===== config.mk =====
export PLATFORM = sky130hd
export DESIGN_NAME = result_writer_flat
export DESIGN_NICKNAME = d
export VERILOG_FILES = /design/src/rtl/amf_pkg.sv /design/src/rtl/result_writer_if.sv /design/src/rtl/pixel_fifo.sv /design/src/rtl/result_writer.sv /design/src/flat_wrapper.sv
export SDC_FILE = /design/constraint.sdc
export NUM_CORES = 1
export LEC_CHECK = 0
export BUFFER_PORTS_ARGS = -buffer_cell sky130_fd_sc_hd__buf_2
export CAP_MARGIN = 5
export CORE_ASPECT_RATIO = 1.25
export CORE_MARGIN = 4
export CORE_UTILIZATION = 30
export DETAILED_ROUTE_END_ITERATION = 16
export PLACE_DENSITY = 0.49
export REMOVE_ABC_BUFFERS = 1
export SYNTH_ARGS = -nofsm -noshare
export SYNTH_HDL_FRONTEND = slang
export SYNTH_HIERARCHICAL = 1
export SYNTH_SLANG_ARGS = --single-unit

===== constraint.sdc =====
create_clock -name clk -period 9.4 [get_ports clk]
set_input_delay 1.41 -clock clk [delete_from_list [all_inputs] [get_ports clk]]
set_output_delay 1.41 -clock clk [all_outputs]
set_load 0.01 [all_outputs]

===== src/rtl/amf_pkg.sv =====
// Shared definitions for the adaptive-median-filter result writer.
package amf_pkg;

    localparam int unsigned DATA_WIDTH_DEF = 8;
    localparam int unsigned ADDR_WIDTH_DEF = 8;
    localparam int unsigned CNT_WIDTH_DEF  = 16;
    localparam int unsigned FIFO_DEPTH_DEF = 4;

    typedef enum logic [1:0] {
        IDLE = 2'd0,
        RUN  = 2'd1,
        DONE = 2'd2
    } wr_state_e;

    // Ceiling log2; returns 0 for values of 0 or 1.
    function automatic int unsigned clog2(input int unsigned value);
        int unsigned res;
        int unsigned rem;
        res = 0;
        rem = (value == 0) ? 0 : value - 1;
        while (rem != 0) begin
            res = res + 1;
            rem = rem >> 1;
        end
        return res;
    endfunction

endpackage


===== src/rtl/result_writer_if.sv =====
// Pixel strobe input and image RAM write port of the result writer.
interface result_writer_if #(
    parameter int unsigned DATA_WIDTH = 8,
    parameter int unsigned ADDR_WIDTH = 8
);
    logic                  pixValid;
    logic [DATA_WIDTH-1:0] pixData;
    logic [ADDR_WIDTH-1:0] pixAddr;
    logic                  memReady;
    logic                  memWe;
    logic [ADDR_WIDTH-1:0] memAddr;
    logic [DATA_WIDTH-1:0] memData;

    // Writer side: consumes pixels, masters the RAM write port.
    modport master (
        input  pixValid, pixData, pixAddr, memReady,
        output memWe, memAddr, memData
    );

    // Environment side: filter strobes pixels, RAM accepts writes.
    modport slave (
        output pixValid, pixData, pixAddr, memReady,
        input  memWe, memAddr, memData
    );
endinterface


===== src/rtl/pixel_fifo.sv =====
// Small capture FIFO; pointers carry one extra wrap bit for full/empty.
module pixel_fifo
    import amf_pkg::*;
#(
    parameter int unsigned WIDTH = 16,
    parameter int unsigned DEPTH = 4
) (
    input  logic             clk,
    input  logic             rst,
    input  logic             clear,
    input  logic             push,
    input  logic [WIDTH-1:0] wdata,
    input  logic             pop,
    output logic [WIDTH-1:0] rdata,
    output logic             full,
    output logic             empty
);
    localparam int unsigned AW = clog2(DEPTH);
    localparam int unsigned PW = AW + 1;

    logic [PW-1:0]    wr_ptr;
    logic [PW-1:0]    rd_ptr;
    logic [WIDTH-1:0] mem [DEPTH];
    logic             push_ok;
    logic             pop_ok;

    assign empty   = (wr_ptr == rd_ptr);
    assign full    = (wr_ptr[AW] != rd_ptr[AW]) && (wr_ptr[AW-1:0] == rd_ptr[AW-1:0]);
    assign pop_ok  = pop && !empty;
    assign push_ok = push && (!full || pop_ok);
    assign rdata   = mem[rd_ptr[AW-1:0]];

    // Pointer update; clear flushes the queue.
    always_ff @(posedge clk or negedge rst) begin
        if (!rst) begin
            wr_ptr <= '0;
            rd_ptr <= '0;
        end else if (clear) begin
            wr_ptr <= '0;
            rd_ptr <= '0;
        end else begin
            if (push_ok) wr_ptr <= wr_ptr + PW'(1);
            if (pop_ok)  rd_ptr <= rd_ptr + PW'(1);
        end
    end

    // Storage write; contents need no reset since pointers gate visibility.
    always_ff @(posedge clk) begin
        if (push_ok && !clear) mem[wr_ptr[AW-1:0]] <= wdata;
    end

endmodule


===== src/rtl/result_writer.sv =====
// Result writer: buffers filtered pixels and drains them into the image RAM.
// Optional checksum output enabled with `define WRITER_CHECKSUM_EN.
module result_writer
    import amf_pkg::*;
#(
    parameter int unsigned DATA_WIDTH = DATA_WIDTH_DEF,
    parameter int unsigned ADDR_WIDTH = ADDR_WIDTH_DEF,
    parameter int unsigned FIFO_DEPTH = FIFO_DEPTH_DEF,
    parameter int unsigned CNT_WIDTH  = CNT_WIDTH_DEF
) (
    input  logic                 clk,
    input  logic                 rst,
    input  logic                 start,
    input  logic [15:0]          M,
    input  logic [15:0]          N,
    input  logic                 lastF,
    result_writer_if.master      bus,
    output logic                 full,
    output logic                 overflow,
    output logic                 done,
    output logic [CNT_WIDTH-1:0] pixCount
`ifdef WRITER_CHECKSUM_EN
    ,
    output logic [15:0]          checksum
`endif
);
    localparam int unsigned EW = DATA_WIDTH + ADDR_WIDTH;

    wr_state_e            state;
    wr_state_e            state_nx;
    logic [CNT_WIDTH-1:0] target;
    logic [CNT_WIDTH-1:0] target_c;
    logic [CNT_WIDTH-1:0] cnt_inc_c;
    logic [EW-1:0]        fifo_head;
    logic                 fifo_empty;
    logic                 clear_c;
    logic                 push_c;
    logic                 pop_c;
    logic                 drop_c;

    assign target_c  = CNT_WIDTH'(32'(M) * 32'(N));
    assign cnt_inc_c = (pixCount == '1) ? pixCount : pixCount + CNT_WIDTH'(1);

    pixel_fifo #(
        .WIDTH (EW),
        .DEPTH (FIFO_DEPTH)
    ) u_fifo (
        .clk   (clk),
        .rst   (rst),
        .clear (clear_c),
        .push  (push_c),
        .wdata ({bus.pixAddr, bus.pixData}),
        .pop   (pop_c),
        .rdata (fifo_head),
        .full  (full),
        .empty (fifo_empty)
    );

    // State register.
    always_ff @(posedge clk or negedge rst) begin
        if (!rst) state <= IDLE;
        else      state <= state_nx;
    end

    // Next state and per-edge control: start always wins, pixels only move in RUN.
    always_comb begin
        state_nx = state;
        clear_c  = 1'b0;
        push_c   = 1'b0;
        pop_c    = 1'b0;
        drop_c   = 1'b0;
        case (state)
            IDLE, DONE: begin
                if (start) begin
                    clear_c  = 1'b1;
                    state_nx = (target_c == '0) ? DONE : RUN;
                end
            end
            RUN: begin
                if (start) begin
                    clear_c  = 1'b1;
                    state_nx = (target_c == '0) ? DONE : RUN;
                end else begin
                    pop_c  = !fifo_empty && bus.memReady;
                    push_c = bus.pixValid && (!full || pop_c);
                    drop_c = bus.pixValid && full && !pop_c;
                    if ((pop_c && (cnt_inc_c == target)) ||
                        (lastF && fifo_empty && !bus.pixValid)) begin
                        state_nx = DONE;
                    end
                end
            end
            default: state_nx = IDLE;
        endcase
    end

    // Write register, counters and status flags.
    always_ff @(posedge clk or negedge rst) begin
        if (!rst) begin
            bus.memWe   <= 1'b0;
            bus.memAddr <= '0;
            bus.memData <= '0;
            overflow    <= 1'b0;
            done        <= 1'b0;
            pixCount    <= '0;
            target      <= '0;
        end else begin
            bus.memWe <= pop_c;
            done      <= (state_nx == DONE);
            if (clear_c) begin
                overflow <= 1'b0;
                pixCount <= '0;
                target   <= target_c;
            end
            if (drop_c) overflow <= 1'b1;
            if (pop_c) begin
                bus.memAddr <= fifo_head[EW-1 -: ADDR_WIDTH];
                bus.memData <= fifo_head[DATA_WIDTH-1:0];
                pixCount    <= cnt_inc_c;
            end
        end
    end

`ifdef WRITER_CHECKSUM_EN
    // Running 16-bit sum of every data word written to the RAM.
    always_ff @(posedge clk or negedge rst) begin
        if (!rst)         checksum <= '0;
        else if (clear_c) checksum <= '0;
        else if (pop_c)   checksum <= checksum + 16'(fifo_head[DATA_WIDTH-1:0]);
    end
`endif

endmodule


===== src/flat_wrapper.sv =====
// flat-port wrapper written by rule: the top's interface ports become plain ports
module result_writer_flat import amf_pkg::*;
#(
    parameter int unsigned DATA_WIDTH = DATA_WIDTH_DEF,
    parameter int unsigned ADDR_WIDTH = ADDR_WIDTH_DEF,
    parameter int unsigned FIFO_DEPTH = FIFO_DEPTH_DEF,
    parameter int unsigned CNT_WIDTH  = CNT_WIDTH_DEF
)
  (clk, rst, start, M, N, lastF, full, overflow, done, pixCount, bus_pixValid, bus_pixData, bus_pixAddr, bus_memReady, bus_memWe, bus_memAddr, bus_memData);
  result_writer_if #(.DATA_WIDTH(DATA_WIDTH), .ADDR_WIDTH(ADDR_WIDTH)) bus_i ();
  input  logic clk;
  input  logic rst;
  input  logic start;
  input  logic [15:0] M;
  input  logic [15:0] N;
  input  logic lastF;
  output logic full;
  output logic overflow;
  output logic done;
  output logic [CNT_WIDTH-1:0] pixCount;
  input wire logic [$bits(bus_i.pixValid)-1:0] bus_pixValid;
  input wire logic [$bits(bus_i.pixData)-1:0] bus_pixData;
  input wire logic [$bits(bus_i.pixAddr)-1:0] bus_pixAddr;
  input wire logic [$bits(bus_i.memReady)-1:0] bus_memReady;
  output wire logic [$bits(bus_i.memWe)-1:0] bus_memWe;
  output wire logic [$bits(bus_i.memAddr)-1:0] bus_memAddr;
  output wire logic [$bits(bus_i.memData)-1:0] bus_memData;
  assign bus_i.pixValid = bus_pixValid;
  assign bus_i.pixData = bus_pixData;
  assign bus_i.pixAddr = bus_pixAddr;
  assign bus_i.memReady = bus_memReady;
  assign bus_memWe = bus_i.memWe;
  assign bus_memAddr = bus_i.memAddr;
  assign bus_memData = bus_i.memData;
  result_writer #(.DATA_WIDTH(DATA_WIDTH), .ADDR_WIDTH(ADDR_WIDTH), .FIFO_DEPTH(FIFO_DEPTH), .CNT_WIDTH(CNT_WIDTH)) u_core (.clk(clk), .rst(rst), .start(start), .M(M), .N(N), .lastF(lastF), .bus(bus_i), .full(full), .overflow(overflow), .done(done), .pixCount(pixCount));
endmodule

# After elaboration in Yosys (flattened, before gate mapping)
# Memory sizes are Yosys's and may differ from the RTL's. A register that Yosys moved wholly into a read port is not among the register bits.
# Cells that the tools add are included.
dict set report op_classes {
  addsub 3
  mul 1
  eq_ne 8
  muxes 24
  reduce_logical 28
}
# op count
set op_table {}
lappend op_table {{$mux W16} 3}
lappend op_table {{$add A16 B1 Y16 const B} 1}
lappend op_table {{$eq A16 B16 Y1} 1}
lappend op_table {{$eq A16 B16 Y1 const B} 1}
lappend op_table {{$logic_not A16 Y1} 1}
lappend op_table {{$mul A16 B16 Y16} 1}
lappend op_table {{$mux W1} 12}
lappend op_table {{$mux W3} 4}
lappend op_table {{$logic_and A1 B1 Y1} 11}
lappend op_table {{$mux W2} 4}
lappend op_table {{$reduce_bool A2 Y1} 4}
lappend op_table {{$add A3 B1 Y3 const B} 2}
lappend op_table {{$logic_not A1 Y1} 6}
lappend op_table {{$eq A2 B2 Y1 const B} 2}
lappend op_table {{$pmux W2 S2} 1}
lappend op_table {{$eq A3 B3 Y1} 1}
lappend op_table {{$logic_or A1 B1 Y1} 3}
lappend op_table {{$reduce_or A3 Y1} 1}
lappend op_table {{$eq A2 B1 Y1 const B} 1}
lappend op_table {{$eq A2 B2 Y1} 1}
lappend op_table {{$logic_not A2 Y1} 1}
lappend op_table {{$reduce_or A2 Y1} 1}
lappend op_table {{$ne A1 B1 Y1} 1}
dict set report word_totals {
  ff_bits 43
  ramBits 64
  in_bits 54
  output_inout_bits 36
  elab_cells 73
  mem_count 1
}
# memory depth width read_ports rd_ports_with_merged_regs wr line_no
set mem_list {}
lappend mem_list {u_core.u_fifo.mem 4 16 1 1 1 pixel_fifo.sv:23} ;# logic [WIDTH-1:0] mem [DEPTH];

# Longest topological paths before layout
dict set report logic_depth {
  depth_word 11
  ltp_mapped 22
  ltp_nobuf 21
}

# Hierarchy
# The synthesis kept the hierarchy.
# module instances cells_each area_per_inst_um2 seq_area_each_um2
set by_module_without_submodules {}
lappend by_module_without_submodules {result_writer 1 803 6844.1 1326.3}
lappend by_module_without_submodules {pixel_fifo 1 139 2869.0 2072.0}

# Least setup slack after synthesis
# Ideal clock, no wire load.
dict set report synth_timing {
  kind {input port to flip-flop}
  from {input port N[1]}
  to {register u_core.done}
  setup_ps 68
  arrival_time_ps 6579
  t_required_ps 9332
  slack_ps 2752
  path_stages 20
  path_buffers 1
  path_cell_list {clkbuf_1 nand2_1 fa_1 fa_1 fa_1 inv_1 fa_1 fa_1 inv_1 fa_1 inv_1 ha_1 nor2_1 nor2_1 o21ai_0 o311a_1 xnor3_1 nand2_1 o41ai_1 and4_1}
}
dict set report synth_via {
  elab_chain_len 6
  word_cells_on_any_way 7
  cone_classes {mul (1); eq/ne (1); mux (4); reduce/logical (1)}
}
# item line_no
set synth_lines {}
lappend synth_lines {{from (decl)} flat_wrapper.sv:15} ;# input logic [15:0] N;
lappend synth_lines {{$mul A16 B16 Y16 (*)} result_writer.sv:41} ;# assign target_c = CNT_WIDTH'(32'(M) * 32'(N));
lappend synth_lines {{$logic_not A16 Y1 (*)} {result_writer.sv:76, result_writer.sv:82}}
lappend synth_lines {{$mux W2 (*)} {result_writer.sv:76, result_writer.sv:82}}
lappend synth_lines {{$mux W2, on equally long branches} {result_writer.sv:80, result_writer.sv:74}}
lappend synth_lines {{$pmux W2 S2 (*)} result_writer.sv:72} ;# case (state)
lappend synth_lines {{$eq A2 B2 Y1 (*)} result_writer.sv:109} ;# done <= (state_nx == DONE);
lappend synth_lines {{to (signal assigned)} result_writer.sv:109}
lappend synth_lines {{to (decl)} result_writer.sv:20} ;# output logic done,
# Every way passes the cells marked *; elsewhere a longest branch is shown, timed or not.
# A chain may end at the register's enable or synchronous reset.

# Worst setup path in the final report
# Ends and elaborated chain as after synthesis.

==> run metrics <==
status finished, final reports clean; number of max-cap violations 0; total core area 0.0319 sq mm; Async S/R FF share, synth 0.480; Die Footprint 0.0353 sq mm; post-route ant nets 0; most common flop cell mapped by yosys edfxtp_1; Leak 4.98 nW; crit path from N[1]; CTS Buf Count 17; worst r2r path cells 8; Gates resized, CTS repair 0; top cells by count, synth nand2_1 (171), inv_1 (129), fa_1 (80), and2_1 (76), edfxtp_1 (64); first-pass GRT wire length 37.8 mm; Row Count 73; placed cell areas 0.0106 sq mm; Fin. Hold Viols 0; Worst-Skew Late Latency 0.42 ns; Die Ht roughly 210 um; RSZ-0062 raised after global routing false; area leader, netlist edfxtp_1; IO Count 90; total grt overflow 0; Hold Buf Count CTS 0; Slew Limit Headroom 0.327; library cells used by synthesis around 70; count leader, synth nand2_1; Synth top area share 0.198; Vias/cell 4.64; peak supply drop 201 uV; Max Buffers Root-to-Sink 2; DRC 0; Register-to-Register Setup Slack 5.29 ns; Ant. Diodes 0; pwr dens about 260 mW/mm^2; vias in the first global route 7066; Routed WL 23.2 mm; die width 169 um; final core occ 0.350; DP HPWL 17.3 mm; hold crit path type register to register; Mapped Cells around 940; TritonCTS clock tree done; drt first pass iters 4; Initial Utilization 0.305; Worst Tran Pin Value ~1.0 ns; total power 2.86 mW; Area growth, synth to finish 14.8%; pin count of the biggest net entering global routing 60; Post-synth EDFFs between 60 and 70; Final min period 6.69 ns; layout cells sized above 1 0.150; Critical Path End u_core/done; setup TNS 0 ns; H-tree depth 4; hold slack approximately 0.47 ns; GR Util All Layers 0.134; # fillers 3272; number of synthesized register bits about 120; Startpoint Class primary input; Root Buffer Master clkbuf_16; Setup CP Type primary input to register; CP max FO 15; Worst EP required a little under 10 ns; Crit. End Element register; Synth area leaders edfxtp_1 (20%), fa_1 (16%), dfrtp_1 (15%); Clock Sinks around 120; Crit Reg-Reg Endpoint u_core/u_fifo/mem[0][0]; Via Count 6705; WL per Instance 16.0 um; pins over their slew limit 0; Worst Skew 0.00835 ns; nets@finish 1210; # setup viols final 0; Ys Warns 6; Post-CTS Setup Inserts 0; design area 0.0111 sq mm; GP Congestion ~0.8; drt first-iter violations 259; Mapped Area 0.00971 sq mm; Mean Syn Cell Area around 10 sq um; PortBufs 89; Seq/Total Area, Yosys 0.350; antenna violations before repair 0; critical path arrival 7.04 ns; Clock Pin Slew Worst Setup and Hold Paths 0.06 ns; fmax 0.150 GHz; r2r startpoint u_core/u_fifo/rd_ptr[1]; Tcrit/Tclk final 0.712
==> layout by cell type, fill, tap and decap left out, types with 10 or more instances in the layout <==
master,synthesis,routed
nor2_1,26,26
buf_2,3,89
xor2_1,13,13
o21ai_0,23,23
a21oi_1,13,13
inv_1,129,129
mux4_2,16,16
ha_1,55,55
fa_1,80,80
nand2_1,171,171
xnor2_1,38,38
dfrtp_1,59,59
edfxtp_1,64,64
clkbuf_16,0,18
nand3_1,15,15
and2_1,76,76
nor3_1,10,10
==> sequential cells by signal, indices dropped and copies added (netlist names) <==
register	flops
u_core/done	1
u_core/pixCount	16
u_core/state	2
u_core/bus.memAddr	8
u_core/overflow	1
u_core/bus.memData	8
u_core/u_fifo/rd_ptr	3
u_core/u_fifo/mem	64
u_core/u_fifo/wr_ptr	3
u_core/target	16
u_core/bus.memWe	1
==> worst max-delay path: stages <==
cell	delay, ns
buf_2	0.20
and2_1	0.21
fa_1	0.53
inv_1	0.05
fa_1	0.53
inv_1	0.04
ha_1	0.18
fa_1	0.46
fa_1	0.54
inv_1	0.05
fa_1	0.47
inv_1	0.04
ha_1	0.21
or3_1	0.38
o22ai_1	0.34
mux2i_1	0.12
a2111oi_0	0.52
nand2_1	0.11
o41ai_1	0.40
and4_1	0.25
==> cells by family (layout without fill, tap and decap cells) <==
group | after synthesis | count (layout) | synth area share
compound gates | 84 | 84 | 0.0580
xor+xnor | 59 | 59 | 0.0638
simple gates | 354 | 354 | 0.181
mux | 24 | 24 | 0.0462
flops | 123 | 123 | 0.350
buf+inv | 163 | 255 | 0.0653
fa+ha+maj | 135 | 135 | 0.236
==> how the worst min path moves through the flow <==
stage                                        to                   from  cells past startpoint  slack (ns)
after global routing      u_core/bus.memData[1]  u_core/bus.memData[1]                      2        0.50
after floorplan                u_core/target[1]       u_core/target[1]                      2        0.46
after global placement    u_core/bus.memData[4]  u_core/bus.memData[4]                      2        0.45
final                     u_core/bus.memData[1]  u_core/bus.memData[1]                      2        0.47
after detailed placement  u_core/bus.memData[1]  u_core/bus.memData[1]                      2        0.46
after CTS                 u_core/bus.memData[1]  u_core/bus.memData[1]                      2        0.47
==> layer usage <==
layer  vias to the layer above  GRT usage  wire (um)
met5                         -          0          0
met4                         0     0.0442        499
met3                        28     0.0159        644
met2                       122      0.227      11300
met1                      3287      0.178      10700
li1                       3268          -          -
==> layout make-up <==
type	count	area, sq um	area share
multi-input combinational	656	5680	0.509
sequential	123	3400	0.305
tap	412	515	0.0462
inverter	129	484	0.0434
timing repair buffer	94	483	0.0433
clock buffer	18	450	0.0404
clock inverter	14	138	0.0123
==> through the flow <==
step | setup slack, ns | instances
finish | 2.71 | 1446
global route | 2.26 | 1446
CTS | 2.69 | 1446
detailed placement | 2.26 | 1414
global placement | 2.35 | 1414
floorplan | 2.91 | 908
==> power breakdown <==
group / leakage, nW / switching, mW / internal (mW)
Clock: 0.282 / 0.253 / 0.384
Sequential: 1.35 / 0.0517 / 0.642
Combinational: 3.34 / 0.843 / 0.688
Power figures use the tool's default switching activity.
